## src/rtl/binarize_pkg.sv

```systemverilog
// Shared types and constants for the adaptive binarizer: FSM state encoding
// and the frame-mean reset value.
package binarize_pkg;

    typedef enum logic [1:0] {
        ST_IDLE   = 2'd0,
        ST_DIV    = 2'd1,
        ST_UPDATE = 2'd2
    } state_e;

    // Mid-grey for a given pixel width: 2^(dw-1).
    function automatic int unsigned mean_rst_val(input int unsigned dw);
        return 32'd1 << (dw - 32'd1);
    endfunction

endpackage

```

## src/rtl/seq_divider.sv

```systemverilog
// Restoring unsigned divider, one quotient bit per cycle; the quotient is
// final on the cycle done pulses.
module seq_divider #(
    parameter int unsigned NW  = 30,
    parameter int unsigned DSW = 22
) (
    input  logic           clk,
    input  logic           rst,
    input  logic           start,
    input  logic [NW-1:0]  dividend,
    input  logic [DSW-1:0] divisor,
    output logic           busy,
    output logic           done,
    output logic [NW-1:0]  quotient
);

    localparam int unsigned CW = $clog2(NW + 1);

    logic [NW-1:0]  quo_q, quo_d;
    logic [DSW-1:0] rem_q, rem_d;
    logic [DSW-1:0] dsr_q, dsr_d;
    logic [CW-1:0]  cnt_q, cnt_d;
    logic           busy_q, busy_d;
    logic           done_q, done_d;
    logic [DSW:0]   shifted_c;
    logic [DSW:0]   trial_c;

    always_comb begin
        quo_d     = quo_q;
        rem_d     = rem_q;
        dsr_d     = dsr_q;
        cnt_d     = cnt_q;
        busy_d    = busy_q;
        done_d    = 1'b0;
        shifted_c = {rem_q, quo_q[NW-1]};
        trial_c   = shifted_c - {1'b0, dsr_q};
        if (start) begin
            quo_d  = dividend;
            rem_d  = '0;
            dsr_d  = divisor;
            cnt_d  = CW'(NW);
            busy_d = 1'b1;
        end else if (busy_q) begin
            // Keep the trial difference only when it did not go negative.
            if (shifted_c >= {1'b0, dsr_q}) begin
                rem_d = trial_c[DSW-1:0];
                quo_d = {quo_q[NW-2:0], 1'b1};
            end else begin
                rem_d = shifted_c[DSW-1:0];
                quo_d = {quo_q[NW-2:0], 1'b0};
            end
            cnt_d = cnt_q - CW'(1);
            if (cnt_q == CW'(1)) begin
                busy_d = 1'b0;
                done_d = 1'b1;
            end
        end
    end

    always_ff @(posedge clk) begin
        if (rst) begin
            quo_q  <= '0;
            rem_q  <= '0;
            dsr_q  <= '0;
            cnt_q  <= '0;
            busy_q <= 1'b0;
            done_q <= 1'b0;
        end else begin
            quo_q  <= quo_d;
            rem_q  <= rem_d;
            dsr_q  <= dsr_d;
            cnt_q  <= cnt_d;
            busy_q <= busy_d;
            done_q <= done_d;
        end
    end

    assign busy     = busy_q;
    assign done     = done_q;
    assign quotient = quo_q;

endmodule

```

## src/rtl/image_binarize_adaptive.sv

```systemverilog
// Hysteresis binarizer with per-line edge summary and a previous-frame mean
// that can serve as the threshold centre.
module image_binarize_adaptive
    import binarize_pkg::*;
#(
    parameter int unsigned DW     = 8,
    parameter int unsigned COLW   = 11,
    parameter int unsigned CNTW   = 22,
    parameter bit          VS_POL = 1'b1
) (
    input  logic            clk,
    input  logic            rst,
    input  logic            pre_frame_vsync,
    input  logic            pre_frame_hsync,
    input  logic            pre_frame_de,
    input  logic [DW-1:0]   pixel,
    input  logic [DW-1:0]   thr,
    input  logic [DW-1:0]   hyst,
    input  logic            adaptive,
    output logic            post_frame_vsync,
    output logic            post_frame_hsync,
    output logic            post_frame_de,
    output logic            monoc,
    output logic            monoc_rise,
    output logic            monoc_fall,
    output logic [DW-1:0]   pixel_out,
    output logic            line_valid,
    output logic [COLW-1:0] first_rise_col,
    output logic [COLW-1:0] last_fall_col,
    output logic [COLW-1:0] edge_cnt,
    output logic [DW-1:0]   frame_mean,
    output logic            mean_valid,
    output logic            mean_drop
);

    localparam int unsigned SW       = DW + CNTW;
    localparam int unsigned DCW      = $clog2(SW + 1);
    localparam logic [DW-1:0]   MEAN_RST = DW'(mean_rst_val(DW));
    localparam logic [COLW-1:0] COL_MAX  = {COLW{1'b1}};
    localparam logic [CNTW-1:0] CNT_MAX  = {CNTW{1'b1}};

    logic            vs_q, vs_d, hs_q, hs_d, de_q, de_d;
    logic            monoc_q, monoc_d, rise_q, rise_d, fall_q, fall_d;
    logic [COLW-1:0] col_q, col_d;
    logic [COLW-1:0] run_first_q, run_first_d, run_last_q, run_last_d;
    logic [COLW-1:0] run_cnt_q, run_cnt_d;
    logic            line_end_q, line_end_d, line_valid_q, line_valid_d;
    logic [COLW-1:0] first_q, first_d, last_q, last_d, ecnt_q, ecnt_d;
    logic [SW-1:0]   sum_q, sum_d;
    logic [CNTW-1:0] acc_cnt_q, acc_cnt_d;
    logic            mean_drop_q, mean_drop_d;

    logic            de_rise_c, de_fall_c, white_c, frame_end_c, div_start_c;
    logic [DW-1:0]   centre_c, lo_c, mean_sat_c;
    logic [COLW-1:0] col_inc_c, col_cur_c;
    logic [COLW-1:0] run_first_b, run_last_b, run_cnt_b;

    state_e          state_q;
    logic [DCW-1:0]  div_cyc_q;
    logic [DW-1:0]   frame_mean_q;
    logic            mean_valid_q;
    logic            div_busy, div_done;
    logic [SW-1:0]   div_quo;

    // Pixel path, line summary and frame accumulators.
    always_comb begin
        vs_d = pre_frame_vsync;
        hs_d = pre_frame_hsync;
        de_d = pre_frame_de;

        de_rise_c = pre_frame_de & ~de_q;
        de_fall_c = ~pre_frame_de & de_q;
        centre_c  = adaptive ? frame_mean_q : thr;
        lo_c      = (centre_c > hyst) ? (centre_c - hyst) : '0;
        // A new line always starts from black, so prior state only counts while de was high.
        white_c   = (de_q & monoc_q) ? (pixel < centre_c) : (pixel < lo_c);
        monoc_d   = pre_frame_de & white_c;
        rise_d    = monoc_d & ~monoc_q;
        fall_d    = ~monoc_d & monoc_q;

        col_inc_c = (col_q == COL_MAX) ? col_q : (col_q + COLW'(1));
        col_cur_c = de_rise_c ? '0 : col_inc_c;
        col_d     = pre_frame_de ? col_cur_c : col_q;

        run_first_b = de_rise_c ? COL_MAX : run_first_q;
        run_last_b  = de_rise_c ? COL_MAX : run_last_q;
        run_cnt_b   = de_rise_c ? '0 : run_cnt_q;
        run_first_d = run_first_b;
        run_last_d  = run_last_b;
        run_cnt_d   = run_cnt_b;
        if (rise_d) begin
            if (run_cnt_b == '0) begin
                run_first_d = col_cur_c;
            end
            if (run_cnt_b != COL_MAX) begin
                run_cnt_d = run_cnt_b + COLW'(1);
            end
        end
        if (fall_d) begin
            run_last_d = col_cur_c;
        end

        line_end_d   = de_fall_c;
        line_valid_d = line_end_q;
        first_d      = first_q;
        last_d       = last_q;
        ecnt_d       = ecnt_q;
        if (line_end_q) begin
            first_d = run_first_q;
            last_d  = run_last_q;
            ecnt_d  = run_cnt_q;
        end

        frame_end_c = (pre_frame_vsync == VS_POL) && (vs_q != VS_POL);
        sum_d       = sum_q;
        acc_cnt_d   = acc_cnt_q;
        if (frame_end_c) begin
            sum_d     = pre_frame_de ? SW'(pixel) : '0;
            acc_cnt_d = pre_frame_de ? CNTW'(1) : '0;
        end else if (pre_frame_de && (acc_cnt_q != CNT_MAX)) begin
            sum_d     = sum_q + SW'(pixel);
            acc_cnt_d = acc_cnt_q + CNTW'(1);
        end
        mean_drop_d = frame_end_c && (state_q != ST_IDLE);
        div_start_c = frame_end_c && (state_q == ST_IDLE) && (acc_cnt_q != '0) && !div_busy;
    end

    always_ff @(posedge clk) begin
        if (rst) begin
            vs_q         <= 1'b0;
            hs_q         <= 1'b0;
            de_q         <= 1'b0;
            monoc_q      <= 1'b0;
            rise_q       <= 1'b0;
            fall_q       <= 1'b0;
            col_q        <= '0;
            run_first_q  <= COL_MAX;
            run_last_q   <= COL_MAX;
            run_cnt_q    <= '0;
            line_end_q   <= 1'b0;
            line_valid_q <= 1'b0;
            first_q      <= COL_MAX;
            last_q       <= COL_MAX;
            ecnt_q       <= '0;
            sum_q        <= '0;
            acc_cnt_q    <= '0;
            mean_drop_q  <= 1'b0;
        end else begin
            vs_q         <= vs_d;
            hs_q         <= hs_d;
            de_q         <= de_d;
            monoc_q      <= monoc_d;
            rise_q       <= rise_d;
            fall_q       <= fall_d;
            col_q        <= col_d;
            run_first_q  <= run_first_d;
            run_last_q   <= run_last_d;
            run_cnt_q    <= run_cnt_d;
            line_end_q   <= line_end_d;
            line_valid_q <= line_valid_d;
            first_q      <= first_d;
            last_q       <= last_d;
            ecnt_q       <= ecnt_d;
            sum_q        <= sum_d;
            acc_cnt_q    <= acc_cnt_d;
            mean_drop_q  <= mean_drop_d;
        end
    end

    seq_divider #(
        .NW  (SW),
        .DSW (CNTW)
    ) u_div (
        .clk      (clk),
        .rst      (rst),
        .start    (div_start_c),
        .dividend (sum_q),
        .divisor  (acc_cnt_q),
        .busy     (div_busy),
        .done     (div_done),
        .quotient (div_quo)
    );

    assign mean_sat_c = (|div_quo[SW-1:DW]) ? '1 : div_quo[DW-1:0];

    // Mean FSM: DIV spans exactly SW cycles, UPDATE publishes the result.
    always_ff @(posedge clk) begin
        if (rst) begin
            state_q      <= ST_IDLE;
            div_cyc_q    <= '0;
            frame_mean_q <= MEAN_RST;
            mean_valid_q <= 1'b0;
        end else begin
            mean_valid_q <= 1'b0;
            case (state_q)
                ST_IDLE: begin
                    if (div_start_c) begin
                        state_q   <= ST_DIV;
                        div_cyc_q <= DCW'(SW - 1);
                    end
                end
                ST_DIV: begin
                    if (div_cyc_q == '0) begin
                        state_q <= ST_UPDATE;
                    end else begin
                        div_cyc_q <= div_cyc_q - DCW'(1);
                    end
                end
                ST_UPDATE: begin
                    if (div_done) begin
                        frame_mean_q <= mean_sat_c;
                        mean_valid_q <= 1'b1;
                    end
                    state_q <= ST_IDLE;
                end
                default: state_q <= ST_IDLE;
            endcase
        end
    end

    assign post_frame_vsync = vs_q;
    assign post_frame_hsync = hs_q;
    assign post_frame_de    = de_q;
    assign monoc            = monoc_q;
    assign monoc_rise       = rise_q;
    assign monoc_fall       = fall_q;
    assign pixel_out        = {DW{monoc_q & de_q}};
    assign line_valid       = line_valid_q;
    assign first_rise_col   = first_q;
    assign last_fall_col    = last_q;
    assign edge_cnt         = ecnt_q;
    assign frame_mean       = frame_mean_q;
    assign mean_valid       = mean_valid_q;
    assign mean_drop        = mean_drop_q;

endmodule

```

## config.mk

```make
export PLATFORM = sky130hd
export DESIGN_NAME = image_binarize_adaptive
export DESIGN_NICKNAME = d
export VERILOG_FILES = /design/src/rtl/binarize_pkg.sv /design/src/rtl/seq_divider.sv /design/src/rtl/image_binarize_adaptive.sv
export SDC_FILE = /design/constraint.sdc
export NUM_CORES = 1
export LEC_CHECK = 0
export CAP_MARGIN = 0
export CORE_MARGIN = 2
export CORE_UTILIZATION = 60
export DETAILED_ROUTE_END_ITERATION = 10
export PLACE_DENSITY_LB_ADDON = 0.25
export SLEW_MARGIN = 5
export SYNTH_ARGS = -nofsm -noshare
export SYNTH_HDL_FRONTEND = slang
export SYNTH_SLANG_ARGS = --single-unit
```

## constraint.sdc

```tcl
create_clock -name clk -period 12.8 [get_ports clk]
set_input_delay 2.56 -clock clk [delete_from_list [all_inputs] [get_ports clk]]
set_output_delay 2.56 -clock clk [all_outputs]
set_load 0.01 [all_outputs]
```

==> metrics.md <==
| Metric | Value |
|---|---|
| Max stage delay on crit path | `0.76 ns` |
| Worst-path clk slew | `0.06 ns` |
| Hold Fails Final Rpt | `0` |
| Hold path cells | `2` |
| Total length of routed wires | `28.24 mm` |
| Num rows | `52` |
| Total Die Area | `21950 µm²` |
| Pwr Total | `0.001897 W` |
| Status | `completed` |
| Crit path DAT | `7.91 ns` |
| Input/output buffers | `87` |
| Tcrit/Tclk final | `58.50%` |
| Post-detailed-route count of antenna-violating nets | `0` |
| Layout cells sized above 1 | `4.937%` |
| Async SR Flop Fraction | `0%` |
| Synth top area share | `37.73%` |
| Fmax | `133.5 MHz` |
| Max-slew violations | `0` |
| RSZ-0062 raised after global routing | `no` |
| Root buffer cell | `clkbuf_16` |
| Syn Nets | `1625` |
| Layout Nets | `1657` |
| Num ports | `88` |
| Detailed Routing Iterations Pass 1 | `5` |
| Diode count | `0` |
| Area Overhead vs Synth | `14.36%` |
| Reg-to-reg slack, setup | `7.74 ns` |
| Core area | `20300 µm²` |
| CTS max path bufs | `3` |
| Pwr per Cell Area | `133.0 nW/µm²` |
| Drt wl/cell | `15.27 µm` |
| Sequential share of the synthesized area | `37.73%` |
| Commonest register cell after synthesis | `dfxtp_1` |
| Pin count of the biggest net entering global routing | `102` |
| DRC Markers | `0` |
| Clk_skew | `0.01148 ns` |
| CTS H-tree lvls | `1` |
| Final setup viols | `0` |
| CP Capture Type | `register` |
| CTS sink cnt | `235` |
| Number of buffers added for setup after CTS | `0` |
| Yosys warning total | `0` |
| Via Count | `10789` |
| FF-to-FF path depth | `18` |
| GR Overflow Total | `0` |
| RR Startpoint | `frame_mean[0]$_SDFFE_PP0P_` |
| Tmin final | `7.488 ns` |
| Cell repeated most along the worst path | `a21o_1` |
| Leakage | `5.687 nW` |
| Syn avg cell area | `8.144 µm²` |
| Critical-path top delay cell | `clkdlybuf4s50_1` |
| FF+latch count, synth | `235` |
| Final GP Congestion | `0.9051` |
| Yosys top cell by area | `dfxtp_1` |
| Hold wc startpoint | `u_div.dsr_q[8]$_SDFFE_PP0P_` |
| Starting Density | `61.42%` |
| Hpwl dp | `19.00 mm` |
| Die X | `148.2 µm` |
| Worst slew pin tran | `0.9612 ns` |
| Post-synth EDFFs | `0` |
| Final setup TNS | `0 ns` |
| Cts hold-fix bufs | `0` |
| Sequence of cells on the critical path | `clkdlybuf4s50_1, mux2i_1, ha_1, fa_1, nor2b_1, o21ai_1, a21oi_1, nor3_1, nor2_1, nand3b_1, ha_1, a21o_1, a21o_1, a21oi_1, o21ai_1, a2111oi_4, and3_1, o21ai_0, a21o_1` |
| Critical path fanouts, max | `22` |
| CTS tree | `done` |
| Cells after Synth | `1531` |
| Number of CTS-inserted buffers | `26` |
| Die H | `148.2 µm` |
| Clk Latency, worst-skew pair | `0.53 ns` |
| Setup CP Type | `in2reg` |
| Vias in the first global route | `10016` |
| Worst slew margin | `35.85%` |
| Antenna violations before repair | `0` |
| Via-to-Cell Ratio | `5.832` |
| WHS Endpoint | `u_div.dsr_q[8]$_SDFFE_PP0P_` |
| CP bufs+invs | `1` |
| Post_cts resized | `0` |
| Maximum VDD drop | `112.1 µV` |
| GRT Overall Usage | `25.34%` |
| First DRT Iteration DRCs | `679` |
| Startpoint Class | `primary input` |
| Delay-heaviest family, CP | `compound AO/OA/AOI/OAI gates` |
| Main area contributors after synthesis | `dfxtp_1, ha_1, nor2_1` |
| Layout fillers | `1623` |
| Max_cap viols | `0` |
| HP Class | `reg2reg` |
| Synth unique cells | `73` |
| Reg2reg end | `run_first_q[1]$_SDFF_PP1_` |
| Worst EP required | `13.22 ns` |
| First-pass GRT wire length | `47.55 mm` |
| Netlist Area Pre-Place | `12470 µm²` |
-- layout make-up --
cell class	count	area [µm²]	area share, %
flip-flops and latches	235	4710	33.03
clock buffers	36	769.5	5.397
inverters	73	274.0	1.922
repair buffers	97	947.2	6.643
well taps	270	337.8	2.369
multi-input cells	1130	7093	49.75
clock inverters	9	127.6	0.8950
-- power breakdown --
| group | switching (W) | total, W | leakage (nW) | internal, W |
|---|---|---|---|---|
| combinational | 0.000205 | 0.000346 | 3.33 | 0.000141 |
| clock | 0.000297 | 0.000775 | 0.446 | 0.000478 |
| sequential | 0.0000200 | 0.000776 | 1.91 | 0.000756 |
| total | 0.000522 | 0.00190 | 5.69 | 0.00138 |
-- worst register-to-register path, cell delays in order, from the launching register on --
cell and delay, ns:
dfxtp_1 0.41, mux2i_1 0.13, ha_1 0.24, fa_1 0.42, nor2b_1 0.14, o21ai_1 0.09, a21oi_1 0.25, nor3_1 0.11
nor2_1 0.33, nand3b_1 0.15, ha_1 0.33, a21o_1 0.16, a21o_1 0.17, a21oi_1 0.15, o21ai_1 0.13, a2111oi_4 0.61
and3_1 0.72, o21ai_0 0.23, a21o_1 0.20
-- cells in the mapped netlist (27+ instances only) --
| master | count |
|---|---|
| dfxtp_1 | 235 |
| nor2_1 | 189 |
| a21oi_1 | 139 |
| nand2_1 | 139 |
| inv_1 | 72 |
| clkbuf_1 | 67 |
| mux2i_1 | 67 |
| nor3_1 | 62 |
| ha_1 | 61 |
| o21ai_0 | 60 |
| nor2b_1 | 47 |
| xnor2_1 | 36 |
| nand3_1 | 33 |
| xor2_1 | 27 |
-- logic make-up (layout without fill, tap and decap cells) --
group | Yosys count | count (layout) | share of synthesized area [%]
simple gates | 601 | 601 | 23.37
compound gates | 334 | 334 | 16.95
flops | 235 | 235 | 37.73
buf+inv | 166 | 215 | 5.449
mux | 68 | 68 | 5.469
fa+ha+maj | 64 | 64 | 6.603
xor+xnor | 63 | 63 | 4.425
-- layout by cell type, fill, tap and decap left out, types with 27 or more instances in the layout --
cell | synthesis | routed
nand2_1 | 139 | 139
o21ai_0 | 60 | 60
nor2b_1 | 47 | 47
mux2i_1 | 67 | 67
xnor2_1 | 36 | 36
nor3_1 | 62 | 62
ha_1 | 61 | 61
clkbuf_16 | 0 | 27
a21oi_1 | 139 | 138
nand3_1 | 33 | 33
nor2_1 | 189 | 187
inv_1 | 72 | 72
clkdlybuf4s50_1 | 0 | 86
xor2_1 | 27 | 27
dfxtp_1 | 235 | 233
-- flip-flops by register name (all words and copies together), names as in the netlist, 2 cells and up --
signal	cells
sum_q	30
u_div.quotient	30
acc_cnt_q	22
u_div.dsr_q	22
u_div.rem_q	22
col_q	11
edge_cnt	11
first_rise_col	11
last_fall_col	11
run_cnt_q	11
run_first_q	11
run_last_q	11
frame_mean	8
div_cyc_q	5
u_div.cnt_q	5
state_q	2
-- worst max path at each step --
stage / start / endpoint / slack, ns / depth (start not counted)
CTS: adaptive / run_first_q[1]$_SDFF_PP1_ / 5.39 / 19
global placement: adaptive / run_first_q[1]$_SDFF_PP1_ / 5.16 / 19
floorplan: adaptive / run_first_q[10]$_SDFF_PP1_ / 6.25 / 21
finish: adaptive / run_first_q[1]$_SDFF_PP1_ / 5.31 / 19
detailed placement: adaptive / run_first_q[1]$_SDFF_PP1_ / 4.85 / 19
global route: adaptive / run_first_q[1]$_SDFF_PP1_ / 4.92 / 19
-- metrics by stage --
stage          hold slack, ns  area (µm²)  setup WS [ns]  util (%)  cells
5_1_grt                0.4751       14260          4.924     70.24   1850
4_1_cts                0.4549       14260          5.391     70.24   1850
3_5_place_dp           0.4470       13360          4.852     65.82   1805
3_3_place_gp           0.4433       13360          5.158     65.82   1805
2_1_floorplan          0.4325       12470          6.250         -   1531
6_report               0.4532       14260          5.312     70.24   1850
-- metal layers --
metal	share of wire [%]	global-route usage, %	wire (µm)	vias up
met1	46	34.92	13080	5071
met4	2.1	7.286	597	0
met3	4.4	2.975	1236	52
li1	-	-	-	5438
met2	47	42.15	13330	228
met5	0	0	0	-
Power figures use the tool's default switching activity.
